<file path="src/rtl/usb_crc_pkg.sv">
// Shared definitions for the USB CRC16 transmit path.
//   CRC16_INIT      : engine start value
//   CRC16_RESIDUAL  : engine value after a good packet plus its CRC has been fed
//   crc_tx_state_e  : transmit sequencer states
//   crc16_next      : one-byte CRC16 update (MSB-first register, LSB-first data)
//   crc16_wire_byte : bit-reversed byte select of a CRC for wire order
package usb_crc_pkg;

  localparam logic [15:0] CRC16_INIT     = 16'hFFFF;
  localparam logic [15:0] CRC16_RESIDUAL = 16'h800D;
  localparam logic [15:0] CRC16_POLY     = 16'h8005;

  typedef enum logic [2:0] {
    StIdle,
    StClear,
    StPayload,
    StWaitCrc,
    StCrcLo,
    StCrcHi
  } crc_tx_state_e;

  // Register bit 15 is the first CRC bit on the wire; data bit 0 goes out first.
  function automatic logic [15:0] crc16_next(input logic [15:0] crc, input logic [7:0] data);
    logic [15:0] c;
    logic        fb;
    c = crc;
    for (int i = 0; i < 8; i++) begin
      fb = c[15] ^ data[i];
      c  = {c[14:0], 1'b0} ^ (fb ? CRC16_POLY : 16'h0000);
    end
    return c;
  endfunction

  // Low byte carries crc[15:8] reversed, high byte crc[7:0] reversed.
  function automatic logic [7:0] crc16_wire_byte(input logic [15:0] crc, input logic hi);
    logic [7:0] b;
    for (int k = 0; k < 8; k++) begin
      b[k] = hi ? crc[7-k] : crc[15-k];
    end
    return b;
  endfunction

endpackage

</file>
<file path="src/rtl/usb_crc16_byte.sv">
// Byte-wide USB CRC16 engine, two-cycle latency (input register, CRC register).
//   clk      : clock
//   rst_i    : asynchronous active-high reset
//   clear_i  : reload CRC16_INIT and drop any byte in flight
//   data_i   : byte to fold into the CRC
//   valid_i  : data_i valid
//   crc_o    : running CRC including every byte whose valid_o has been seen
//   valid_o  : crc_o has just absorbed a byte
module usb_crc16_byte
  import usb_crc_pkg::*;
(
  input  logic        clk,
  input  logic        rst_i,
  input  logic        clear_i,
  input  logic [7:0]  data_i,
  input  logic        valid_i,
  output logic [15:0] crc_o,
  output logic        valid_o
);

  logic [7:0]  r_data;
  logic        r_vld;
  logic [15:0] r_crc;
  logic        r_valid_o;

  always_ff @(posedge clk or posedge rst_i) begin
    if (rst_i) begin
      r_data    <= 8'h00;
      r_vld     <= 1'b0;
      r_crc     <= CRC16_INIT;
      r_valid_o <= 1'b0;
    end else if (clear_i) begin
      r_vld     <= 1'b0;
      r_crc     <= CRC16_INIT;
      r_valid_o <= 1'b0;
    end else begin
      r_data    <= data_i;
      r_vld     <= valid_i;
      r_valid_o <= r_vld;
      if (r_vld) begin
        r_crc <= crc16_next(r_crc, r_data);
      end
    end
  end

  assign crc_o   = r_crc;
  assign valid_o = r_valid_o;

endmodule

</file>
<file path="src/rtl/usb_crc16_tx_seq.sv">
// USB DATA-packet transmit sequencer: forwards payload bytes and appends the
// complemented CRC16 (low byte, then high byte with m_last_o).
// Optional feature macro: USB_CRC16_SELFCHECK_EN (feeds the emitted CRC back
// into the engine and pulses crc_err_o if the residual is wrong).
// Ports:
//   clk, rst_n          : clock, asynchronous active-low reset
//   start_i, zlp_i      : packet start (IDLE only), zero-length packet flag
//   s_data_i/s_valid_i/s_last_i/s_ready_o : payload stream in
//   m_data_o/m_valid_o/m_last_o/m_ready_i : byte stream out
//   busy_o              : not IDLE
//   len_o               : accepted payload bytes, saturating
//   oversize_o          : sticky, more than MAX_PAYLOAD bytes accepted
//   crc_err_o           : self-check failure pulse (0 without the macro)
module usb_crc16_tx_seq
  import usb_crc_pkg::*;
#(
  parameter int unsigned MAX_PAYLOAD = 1024,
  parameter int unsigned LEN_W       = 11
) (
  input  logic             clk,
  input  logic             rst_n,
  input  logic             start_i,
  input  logic             zlp_i,
  input  logic [7:0]       s_data_i,
  input  logic             s_valid_i,
  input  logic             s_last_i,
  output logic             s_ready_o,
  output logic [7:0]       m_data_o,
  output logic             m_valid_o,
  output logic             m_last_o,
  input  logic             m_ready_i,
  output logic             busy_o,
  output logic [LEN_W-1:0] len_o,
  output logic             oversize_o,
  output logic             crc_err_o
);

  localparam logic [LEN_W-1:0] MaxLen = LEN_W'(MAX_PAYLOAD);

  crc_tx_state_e    r_state, w_state_d;
  logic             r_zlp, w_zlp_d;
  logic [7:0]       r_m_data, w_m_data_d;
  logic             r_m_valid, w_m_valid_d;
  logic             r_m_last, w_m_last_d;
  logic [LEN_W-1:0] r_len, w_len_d;
  logic             r_oversize, w_oversize_d;
  logic [15:0]      r_crc_tx, w_crc_tx_d;
  // Cycles spent in the current state, saturating at 2.
  logic [1:0]       r_wait, w_wait_d;
  logic             w_crc_err_d;

  logic             w_eng_clear, w_eng_valid, w_eng_vld_o;
  logic [7:0]       w_eng_data;
  logic [15:0]      w_eng_crc;
  logic             w_out_free, w_s_ready, w_accept, w_crc_rdy;

  assign w_out_free = ~r_m_valid | m_ready_i;
  assign w_s_ready  = (r_state == StPayload) & w_out_free;
  assign w_accept   = w_s_ready & s_valid_i;

  // Second WAIT_CRC cycle carries the last byte's engine result; later cycles
  // (output still stalled) keep a stable CRC since nothing else is fed.
  assign w_crc_rdy  = r_zlp ? (r_wait != 2'd0)
                            : ((r_wait != 2'd0) & (w_eng_vld_o | r_wait[1]));

  always_comb begin
    w_state_d    = r_state;
    w_zlp_d      = r_zlp;
    w_m_data_d   = r_m_data;
    w_m_valid_d  = r_m_valid;
    w_m_last_d   = r_m_last;
    w_len_d      = r_len;
    w_oversize_d = r_oversize;
    w_crc_tx_d   = r_crc_tx;
    w_crc_err_d  = 1'b0;
    w_eng_clear  = 1'b0;
    w_eng_valid  = 1'b0;
    w_eng_data   = s_data_i;

    if (r_m_valid & m_ready_i) begin
      w_m_valid_d = 1'b0;
      w_m_last_d  = 1'b0;
    end

    unique case (r_state)
      StIdle: begin
        if (start_i) begin
          w_eng_clear  = 1'b1;
          w_len_d      = '0;
          w_oversize_d = 1'b0;
          w_zlp_d      = zlp_i;
          w_state_d    = StClear;
        end
      end
      StClear: begin
        w_state_d = r_zlp ? StWaitCrc : StPayload;
      end
      StPayload: begin
        if (w_accept) begin
          w_m_data_d  = s_data_i;
          w_m_valid_d = 1'b1;
          w_m_last_d  = 1'b0;
          w_eng_valid = 1'b1;
          if (r_len != '1) begin
            w_len_d = r_len + LEN_W'(1);
          end
          if (r_len >= MaxLen) begin
            w_oversize_d = 1'b1;
          end
          if (s_last_i) begin
            w_state_d = StWaitCrc;
          end
        end
      end
      StWaitCrc: begin
        if (w_crc_rdy && w_out_free) begin
          w_crc_tx_d  = ~w_eng_crc;
          w_m_data_d  = crc16_wire_byte(~w_eng_crc, 1'b0);
          w_m_valid_d = 1'b1;
          w_m_last_d  = 1'b0;
          w_state_d   = StCrcLo;
`ifdef USB_CRC16_SELFCHECK_EN
          w_eng_valid = 1'b1;
          w_eng_data  = crc16_wire_byte(~w_eng_crc, 1'b0);
`endif
        end
      end
      StCrcLo: begin
        if (m_ready_i) begin
          w_m_data_d  = crc16_wire_byte(r_crc_tx, 1'b1);
          w_m_valid_d = 1'b1;
          w_m_last_d  = 1'b1;
          w_state_d   = StCrcHi;
`ifdef USB_CRC16_SELFCHECK_EN
          w_eng_valid = 1'b1;
          w_eng_data  = crc16_wire_byte(r_crc_tx, 1'b1);
`endif
        end
      end
      StCrcHi: begin
`ifdef USB_CRC16_SELFCHECK_EN
        // Second cycle here: the engine has absorbed the high CRC byte.
        if (r_wait == 2'd1) begin
          w_crc_err_d = (w_eng_crc != CRC16_RESIDUAL);
        end
        if ((r_wait != 2'd0) && w_out_free) begin
          w_state_d = StIdle;
        end
`else
        if (m_ready_i) begin
          w_state_d = StIdle;
        end
`endif
      end
      default: begin
        w_state_d = StIdle;
      end
    endcase

    w_wait_d = (w_state_d != r_state) ? 2'd0 : (r_wait[1] ? r_wait : r_wait + 2'd1);
  end

  always_ff @(posedge clk or negedge rst_n) begin
    if (!rst_n) begin
      r_state    <= StIdle;
      r_zlp      <= 1'b0;
      r_m_data   <= 8'h00;
      r_m_valid  <= 1'b0;
      r_m_last   <= 1'b0;
      r_len      <= '0;
      r_oversize <= 1'b0;
      r_crc_tx   <= 16'h0000;
      r_wait     <= 2'd0;
    end else begin
      r_state    <= w_state_d;
      r_zlp      <= w_zlp_d;
      r_m_data   <= w_m_data_d;
      r_m_valid  <= w_m_valid_d;
      r_m_last   <= w_m_last_d;
      r_len      <= w_len_d;
      r_oversize <= w_oversize_d;
      r_crc_tx   <= w_crc_tx_d;
      r_wait     <= w_wait_d;
    end
  end

`ifdef USB_CRC16_SELFCHECK_EN
  logic r_crc_err;
  always_ff @(posedge clk or negedge rst_n) begin
    if (!rst_n) begin
      r_crc_err <= 1'b0;
    end else begin
      r_crc_err <= w_crc_err_d;
    end
  end
  assign crc_err_o = r_crc_err;
`else
  assign crc_err_o = 1'b0;
  logic w_unused;
  assign w_unused = w_crc_err_d;
`endif

  usb_crc16_byte u_crc (
    .clk     (clk),
    .rst_i   (~rst_n),
    .clear_i (w_eng_clear),
    .data_i  (w_eng_data),
    .valid_i (w_eng_valid),
    .crc_o   (w_eng_crc),
    .valid_o (w_eng_vld_o)
  );

  assign s_ready_o  = w_s_ready;
  assign m_data_o   = r_m_data;
  assign m_valid_o  = r_m_valid;
  assign m_last_o   = r_m_last;
  assign busy_o     = (r_state != StIdle);
  assign len_o      = r_len;
  assign oversize_o = r_oversize;

endmodule

</file>
<file path="config.mk">
export PLATFORM = sky130hd
export DESIGN_NAME = usb_crc16_tx_seq
export DESIGN_NICKNAME = d
export VERILOG_FILES = /design/src/rtl/usb_crc_pkg.sv /design/src/rtl/usb_crc16_byte.sv /design/src/rtl/usb_crc16_tx_seq.sv
export SDC_FILE = /design/constraint.sdc
export NUM_CORES = 1
export LEC_CHECK = 0
export ABC_AREA = 0
export BUFFER_PORTS_ARGS = -buffer_cell sky130_fd_sc_hd__buf_2
export CORE_ASPECT_RATIO = 1.75
export CORE_MARGIN = 1
export CORE_UTILIZATION = 50
export CTS_CLUSTER_SIZE = 20
export DETAILED_ROUTE_END_ITERATION = 8
export PLACE_DENSITY = 0.71
export REMOVE_ABC_BUFFERS = 1
export SLEW_MARGIN = 30
export SYNTH_ARGS = -nofsm -noshare
export SYNTH_HDL_FRONTEND = slang
export SYNTH_SLANG_ARGS = --single-unit
</file>
<file path="constraint.sdc">
create_clock -name clk -period 2.6 [get_ports clk]
set_input_delay 0 -clock clk [delete_from_list [all_inputs] [get_ports clk]]
set_output_delay 0 -clock clk [all_outputs]
set_load 0.01 [all_outputs]
</file>
; ---- Word-level counts from Yosys, hierarchy flattened
; Index checks and enable logic that the tools add are counted.
[totals]
ff_bits = 62
input_bits = 15
out_inout_bits = 25
wordCells = 116
[classes]
n_addsub = 2
order_cmp = 1
eq_ne = 14
mux = 49
bitwise = 24
n_reduce_logical = 12
[ops]
columns = op, n
row1 = 16-bit 2-to-1 mux, 10
row2 = 16-bit XOR, 8
row3 = 11-bit 2-to-1 mux, 3
row4 = 8-bit 2-to-1 mux, 3
row5 = 8-bit case mux with 3 select lines, 1
row6 = 11-bit case mux with 2 select lines, 1
row7 = 1-bit 2-to-1 mux, 19
row8 = 3-bit 2-to-1 mux, 6
row9 = 3-bit case mux with 6 select lines, 1
row10 = 16-bit NOT, 1
row11 = 4-bit AND reduction, 3
row12 = "11-bit by 1-bit adder with 11-bit output, second input constant", 1
row13 = "11-bit >= comparator, second input constant", 1
row14 = "11-bit inequality test, second input constant", 1
row15 = "2-bit inequality test, second input constant", 4
row16 = 1-bit XOR, 8
row17 = "3-bit by 2-bit == test with 1-bit output, second input constant", 2
row18 = "3-bit == test, second input constant", 2
row19 = "2-bit by 1-bit inequality test with 1-bit output, second input constant", 3
row20 = 1-bit case mux with 3 select lines, 2
row21 = 2-bit nonzero test, 3
row22 = 3-bit nonzero test, 2
row23 = 1-bit AND, 4
row24 = 2-bit 2-to-1 mux, 2
row25 = 9 further kinds, 11

; ---- Logic depth before layout (Yosys ltp)
; Gate-level depths: netlist of the first run.
[depth]
word_depth = 26
mapped_depth = 8

; ---- Modules after synthesis
; From an unflattened synthesis of the first run, not the netlist that was laid out.
[hier_totals]
cells_unflattened = 325
area_unflattened_um2 = 3316.9
[by_module_without_submodules]
columns = mod, n_inst, cells_per_inst, area_per_inst_um2, seq_area_each_um2
row1 = usb_crc16_tx_seq, 1, 220, 2072.0, 900.9
row2 = usb_crc16_byte, 1, 105, 1244.9, 670.6

; ---- Worst setup path before layout of the first run
; OpenSTA, ideal clock, no wires.
[synth_path]
kind = flip-flop to flip-flop
from = register u_crc.r_crc[15] (netlist: u_crc.crc_o[15])
to = register u_crc.r_crc[1] (netlist: u_crc.crc_o[1])
setup_ns = 0.086
arrival_time_ns = 1.845
setup_slack_ns = 0.669
stages_incl_launch_ff = 6
synth_period_minus_slack_ns = 1.931
path_cell_list = dfstp_2 > xor2_2 > xor2_1 > xnor3_2 > nor3b_1 > a2111o_1
[synth_between]
elab_chain_cells = 24
[synth_rtl]
columns = element, line
row1 = start: declaration, usb_crc16_byte.sv:23  ; logic [15:0] r_crc;
row2 = start signal: assignment, usb_crc16_byte.sv:41  ; r_crc <= crc16_next(r_crc, r_data);
row3 = 1-bit XOR, usb_crc_pkg.sv:28  ; fb = c[15] ^ data[i];
row4 = 16-bit 2-to-1 mux, usb_crc_pkg.sv:29  ; c = {c[14:0], 1'b0} ^ (fb ? CRC16_POLY : 16'h0000);
row5 = 16-bit XOR, usb_crc_pkg.sv:29
row6 = 1-bit XOR, usb_crc_pkg.sv:28
row7 = 16-bit 2-to-1 mux, usb_crc_pkg.sv:29
row8 = 16-bit XOR, usb_crc_pkg.sv:29
row9 = 1-bit XOR, usb_crc_pkg.sv:28
row10 = 16-bit 2-to-1 mux, usb_crc_pkg.sv:29
row11 = [... 7 more ...], -
row12 = 1-bit XOR, usb_crc_pkg.sv:28
row13 = 16-bit 2-to-1 mux, usb_crc_pkg.sv:29
row14 = 16-bit XOR, usb_crc_pkg.sv:29
row15 = 1-bit XOR, usb_crc_pkg.sv:28
row16 = 16-bit 2-to-1 mux, usb_crc_pkg.sv:29
row17 = 16-bit XOR (2 in series), usb_crc_pkg.sv:29
row18 = 16-bit 2-to-1 mux, usb_crc16_byte.sv:40  ; if (r_vld) begin
row19 = 16-bit 2-to-1 mux, usb_crc16_byte.sv:32  ; end else if (clear_i) begin
; No other way between the ends. The select of a mux whose other input is x is not followed.
; A chain may end at the register's enable or synchronous reset.

; ---- Worst setup path in the final report of the first run
[layout_path]
from = register u_crc.r_crc[14] (netlist: u_crc.crc_o[14])
to = register u_crc.r_crc[1] (netlist: u_crc.crc_o[1])
[layout_between]
elab_chain_cells = 22
[layout_rtl]
columns = element, line
row1 = 16-bit XOR, usb_crc_pkg.sv:29
row2 = 1-bit XOR, usb_crc_pkg.sv:28
row3 = 16-bit 2-to-1 mux, usb_crc_pkg.sv:29
row4 = 16-bit XOR, usb_crc_pkg.sv:29
row5 = 1-bit XOR, usb_crc_pkg.sv:28
row6 = 16-bit 2-to-1 mux, usb_crc_pkg.sv:29
row7 = 16-bit XOR, usb_crc_pkg.sv:29
row8 = 1-bit XOR, usb_crc_pkg.sv:28
row9 = [... 5 more ...], -
row10 = 1-bit XOR, usb_crc_pkg.sv:28
row11 = 16-bit 2-to-1 mux, usb_crc_pkg.sv:29
row12 = 16-bit XOR, usb_crc_pkg.sv:29
row13 = 1-bit XOR, usb_crc_pkg.sv:28
row14 = 16-bit 2-to-1 mux, usb_crc_pkg.sv:29
row15 = 16-bit XOR (2 in series), usb_crc_pkg.sv:29
row16 = 16-bit 2-to-1 mux, usb_crc16_byte.sv:40
row17 = 16-bit 2-to-1 mux, usb_crc16_byte.sv:32
; No other way between the ends. The select of a mux whose other input is x is not followed.

==> flow_summary.ini, run 1 <==
[clocking]
numCtsBuffers = 9
cts_tree = done
insertion_delay_ns = 0.35
cts_hold_buf = 12
cts_resized = 0
h-tree-depth = 3
clkTransAtPathRegs_ns = 0.07
clk_path_buf_depth = 2
cts.sinks = 62
post-cts-setup-buffers = 0
root_buffer = clkbuf_8

[worst_setup_path]
critPathKind = flop to flop
path_cells = xnor2_1 -> xor2_1 -> xnor3_2 -> nor3b_1 -> a2111o_1
crit_buf_inv = 0
critPathMaxFanout = 5
max_stage_delay_ns = 0.55
crit_family = XOR/XNOR gates
crit_path_end_kind = flop
critPathSlowestCell = dfstp_2
setup.worst_path.start_class = flop
cp_data_required_time_ns = 2.87
cp_data_arrival_time_ns = 2.27

[drt]
routed_via_density = 5.56
ant_nets = 0
drc = 0
route.met2.wl_um = 4100
wirelength_um = 7730
drt-met1-wl_um = 3130
dr.pass1.iters = 5
post_drt_wl_per_cell_um = 15.9
first_iter_violations = 125
top_layer = met4
routed-wl-met3_um = 273
vias = 2695

[logic_synthesis]
muxShareOfSynthArea_pct = 1.89
synth_top_family_by_area = simple AND/OR/NAND/NOR gates
synthAdderAreaFrac_pct = 0.393
synthArstFlopShare_pct = 100
yosysSeqAreaShare_pct = 49.4
synth_cell_type_count = 53
synth_edf_count = 0
synthCells = 344
synth-simple-area-share_pct = 21.6
synth-seq-cells = 62
synth_ff_type = dfrtp_1
ys_warn_count = 0
synth-compound-area-share_pct = 15.1
synth_area_per_cell_um2 = 9.25
synth_xor_area_share_pct = 8.65
netlist_area_um2 = 3180

[sta]
setup-tns-final_ns = 0
maxSlewHeadroom_pct = 46.1
rsz0062_at_grt = false
drv_slew = 0
hold_viol = 0
fin_crit_sh_pct = 77.1
skew_ns = 0.00779
tightestPinTransition_ns = 0.809
fmax_mhz = 499
final.min_clock_period_ns = 2.00
finalSetupViolCount = 0
setup_ws_ns = 0.596

[placed_design]
place_ws_ns = 0.601
io_buffer_count = 38
dpl.hpwl_um = 5410
gp_congestion = 0.881

[die]
initial_core_util_pct = 51.5
die_y_um = 108
die_width_um = 62.3
ioPinCount = 40
rows = 38
die-area_um2 = 6700
core_area_um2 = 6180

[cells_and_area]
antenna_cells = 0
drive_gt1_share_pct = 21.5
area_growth_pct = 18.9
utilization_pct = 61.2
nets = 416

[power]
powerDensity_nw_per_um2 = 1330
p_leak_uw = 0.00169
vdd_drop_max_v = 0.000886

[global_route]
grt_pass1_vias = 2739
grtUsageTotal_pct = 26.1
grt_max_degree = 37
antenna_found_initial = 0
grt_pass1_wl_um = 13100
overflow = 0

[hold_path]
hp-class = input port to async pin

[flow_run]
cap_violations = 0

[run_status]
outcome = completed
==> path summary, 6_finish.rpt <==
path                                        startpoint                     endpoint  slack, ns  cells after the start
min in group clk                              s_last_i         r_state[0]$_DFF_PN0_       0.15                      5
min                                              rst_n         len_o[8]$_DFFE_PN0P_       0.03                      2
min reg2reg                    r_crc_tx[0]$_DFFE_PN0P_      r_crc_tx[0]$_DFFE_PN0P_       0.49                      2
max reg2reg                u_crc.crc_o[14]$_DFFE_PN1P_   u_crc.crc_o[1]$_DFFE_PN1P_       0.60                      5
max                        u_crc.crc_o[14]$_DFFE_PN1P_   u_crc.crc_o[1]$_DFFE_PN1P_       0.60                      5
max in group asynchronous                        rst_n  u_crc.crc_o[11]$_DFFE_PN1P_       1.83                      3
==> cell usage after synthesis, types with 2 or more instances <==
cell / count / share of area (%)
nand3_1: 6 / 0.94
a21oi_1: 17 / 2.7
nor3_1: 4 / 0.63
inv_1: 5 / 0.59
xor2_1: 3 / 0.83
o21ai_0: 17 / 2.7
nand2_1: 74 / 8.7
dfstp_2: 16 / 13
o221ai_1: 8 / 2.2
or2_2: 2 / 0.39
nor2_1: 32 / 3.8
o2bb2ai_1: 2 / 0.55
o21a_1: 4 / 0.94
clkbuf_1: 11 / 1.3
dfrtp_1: 46 / 36
o21ai_1: 10 / 1.6
nand4_1: 2 / 0.39
buf_2: 4 / 0.63
nand3b_1: 8 / 1.9
nor2b_1: 3 / 0.59
and3_1: 3 / 0.59
a21o_1: 2 / 0.47
mux2i_1: 6 / 1.9
nand2b_1: 5 / 0.98
xnor2_1: 22 / 6.1
nor4_1: 5 / 0.98
==> placed cells by master, fill, tap and decap left out, types with 2 or more instances in the layout <==
cell           netlist  layout
o21ai_0             17      17
nor2_1              32      32
nand4_1              2       2
or2_2                2       2
nand2_1             74      74
o21ai_1             10      10
xnor2_1             22      22
dlygate4sd3_1        0      12
a21oi_1             17      17
nor2b_1              3       3
dfstp_2             16      16
dfrtp_1             46      46
nor3_1               4       4
and3_1               3       3
buf_2                4      38
mux2i_1              6       6
inv_1                5       5
a21o_1               2       2
o2bb2ai_1            2       2
buf_4                1      12
nand2b_1             5       5
clkbuf_1            11       3
clkbuf_8             0      11
nand3_1              6       6
nor4_1               5       5
xor2_1               3       3
o221ai_1             8       8
nand3b_1             8       8
o21a_1               4       4
clkinv_2             0       2
==> through the flow <==
stage / area (µm²) / instances / power [µW] / hold slack, ns
global route: 3780 / 485 / 5450 / 0.0272
global placement: 3490 / 457 / 4230 / -0.137
CTS: 3780 / 485 / 5080 / 0.0191
detailed placement: 3490 / 457 / 4290 / -0.133
finish: 3780 / 485 / 5050 / 0.0261
floorplan: 3110 / 327 / 3530 / -0.296
==> worst register-to-register path, stage by stage (launching register included) <==
cell and delay [ns]:
dfstp_2 0.55, xnor2_1 0.19, xor2_1 0.24, xnor3_2 0.50
nor3b_1 0.16, a2111o_1 0.28
==> where the power goes <==
part           switching, µW  leakage [µW]  internal (µW)
sequential               388      0.000747           1430
clock                    357     0.0000905            396
combinational           1340      0.000855           1140
total                   2080       0.00169           2970
==> registers in the layout, indices dropped and copies added (netlist names) <==
register	count
r_crc_tx	8
oversize_o	1
m_last_o	1
r_state	3
r_zlp	1
m_valid_o	1
u_crc.crc_o	16
m_data_o	8
u_crc.r_data	8
r_wait	2
u_crc.valid_o	1
len_o	11
u_crc.r_vld	1
==> routing by layer <==
layer  track usage [%]  up-vias
met4              14.0        0
met2              46.1       68
met5                 0        -
met3              6.36       17
li1                  -     1304
met1              28.5     1306
==> cells by family after synthesis <==
| group | Yosys count |
|---|---|
| flops | 62 |
| compound gates | 74 |
| fa+ha+maj | 1 |
| other cells | 1 |
| simple gates | 150 |
| mux | 6 |
| xor+xnor | 28 |
| buf+inv | 22 |
==> layout make-up <==
cell class / instances / area (µm²)
Timing Repair Buffer: 62 / 400
Multi-Input combinational cell: 260 / 1520
Clock inverter: 2 / 10.0
Tap cell: 80 / 100
Fill cell: 555 / 2400
Inverter: 5 / 18.8
Sequential cell: 62 / 1570
Clock buffer: 14 / 163
(Power assumes the default switching activity.)
==> run 2: changes to the inputs <==
clock period = 1.97 ns   (was 2.6 ns; I/O delays follow)
==> flow_summary.ini, run 2 (synthesis gave the netlist of run 1 again) <==
[run_status]
outcome = completed

[cells_and_area]
drive_gt1_share_pct = 25.4
finalNonFillerCells = 505
layout_commonest_cell = nand2_1
largest_register_ffs = 16
nets = 436
antenna_cells = 0
layout_common_cells = nand2_1, dfrtp_1, buf_2, nor2_1, buf_4
utilization_pct = 64.6
area_growth_pct = 25.5
design_area_um2 = 3990

[drt]
routed_via_density = 5.42
drc = 0
ant_nets = 0
post_drt_wl_per_cell_um = 15.2
wirelength_um = 7660
first_iter_violations = 88
vias = 2738
dr.pass1.iters = 4

[die]
ioPinCount = 40
rows = 38
die-area_um2 = 6700
die_width_um = 62.3
die_y_um = 108
core_area_um2 = 6180
initial_core_util_pct = 51.5

[sta]
hold_viol = 0
fmax_mhz = 523
rsz0062_at_grt = false
skew_ns = 0.00760
final.min_clock_period_ns = 1.91
fin_hold_ws_ns = 0.162
drv_slew = 0
finalSetupViolCount = 0
fin_crit_sh_pct = 97.1
setup_ws_ns = 0.0564

[worst_setup_path]
crit_path_end_kind = flop
max_stage_delay_ns = 0.56
setup.worst_path.start_class = flop
cp_data_required_time_ns = 2.24
critPathMaxFanout = 4
path_cells = xnor2_2 -> xnor2_1 -> xnor3_2 -> nor3b_1 -> a2111o_1
cp_data_arrival_time_ns = 2.18
critPathKind = flop to flop
critPathSlowestCell = dfstp_2

[clocking]
post-cts-setup-buffers = 0
h-tree-depth = 3
root_buffer = clkbuf_8
clk_path_buf_depth = 2
clkTransAtPathRegs_ns = 0.06
insertion_delay_ns = 0.35
numCtsBuffers = 9
cts.sinks = 62
cts_tree = done

[hold_path]
hp-class = input port to flop

[global_route]
grt_max_degree = 63
grtUsageTotal_pct = 25.7
overflow = 0
antenna_found_initial = 0
grt_pass1_vias = 2839
grt_pass1_wl_um = 13100

[power]
powerDensity_nw_per_um2 = 1800
vdd_drop_max_v = 0.00105
p_leak_uw = 0.00181

[placed_design]
place_ws_ns = 0.0299
gp_congestion = 0.828
dpl.cell_count = 477
dpl.hpwl_um = 5490
io_buffer_count = 38
post_dp_cell_area_um2 = 3680

[flow_run]
cap_violations = 0
==> run 2: path summary, 6_finish.rpt <==
check                                             from                          end  slack (ns)  cells past startpoint
max                        u_crc.crc_o[11]$_DFFE_PN1P_   u_crc.crc_o[1]$_DFFE_PN1P_        0.06                      5
min                                           s_last_i         r_state[0]$_DFF_PN0_        0.16                      5
max reg2reg                u_crc.crc_o[11]$_DFFE_PN1P_   u_crc.crc_o[1]$_DFFE_PN1P_        0.06                      5
min reg2reg                u_crc.r_data[5]$_DFFE_PN0N_  u_crc.r_data[5]$_DFFE_PN0N_        0.49                      2
max in group asynchronous                        rst_n  u_crc.crc_o[11]$_DFFE_PN1P_        1.44                      3
min in group asynchronous                        rst_n         len_o[7]$_DFFE_PN0P_        0.19                      3
==> run 2: area by class of cell <==
type | count | area, µm²
Fill cell | 547 | 2190
Inverter | 5 | 18.8
Tap cell | 80 | 100
Timing Repair Buffer | 82 | 588
Sequential cell | 62 | 1570
Clock buffer | 16 | 180
Multi-Input combinational cell | 260 | 1540
==> run 2: repair_timing <==
item | 4_1_cts | 5_1_grt
resized for setup | 0 | 2
setup endpoints to repair | 0 | 2
hold endpoints to repair | 77 | 0
hold buffers | 12 | 0
==> run 2: power breakdown <==
| part | internal (µW) | switching (µW) |
|---|---|---|
| Sequential | 1890 | 452 |
| Clock | 562 | 454 |
| Combinational | 1920 | 1900 |
| Total | 4370 | 2810 |
==> run 2: per-layer routing <==
layer	wire [µm]	GRT usage, %	vias to the layer above
met5	0	0	-
met4	255	15.6	0
met3	249	4.87	20
met2	4020	45.1	64
met1	3130	28.6	1314
li1	-	-	1340
==> run 2: worst max-delay path, delay by kind of cell, from the launching register on <==
kind,cells,cell delay [ns]
AND/OR/NAND/NOR,1,0.16
AO/OA/AOI/OAI,1,0.29
XOR/XNOR,3,0.83
flip-flops,1,0.56
==> run 2: through the flow <==
stage | power, µW | TNS [ns]
floorplan | 4660 | -5.13
global placement | 6070 | 0
detailed placement | 6140 | 0
CTS | 7210 | 0
global route | 7730 | 0
finish | 7180 | 0
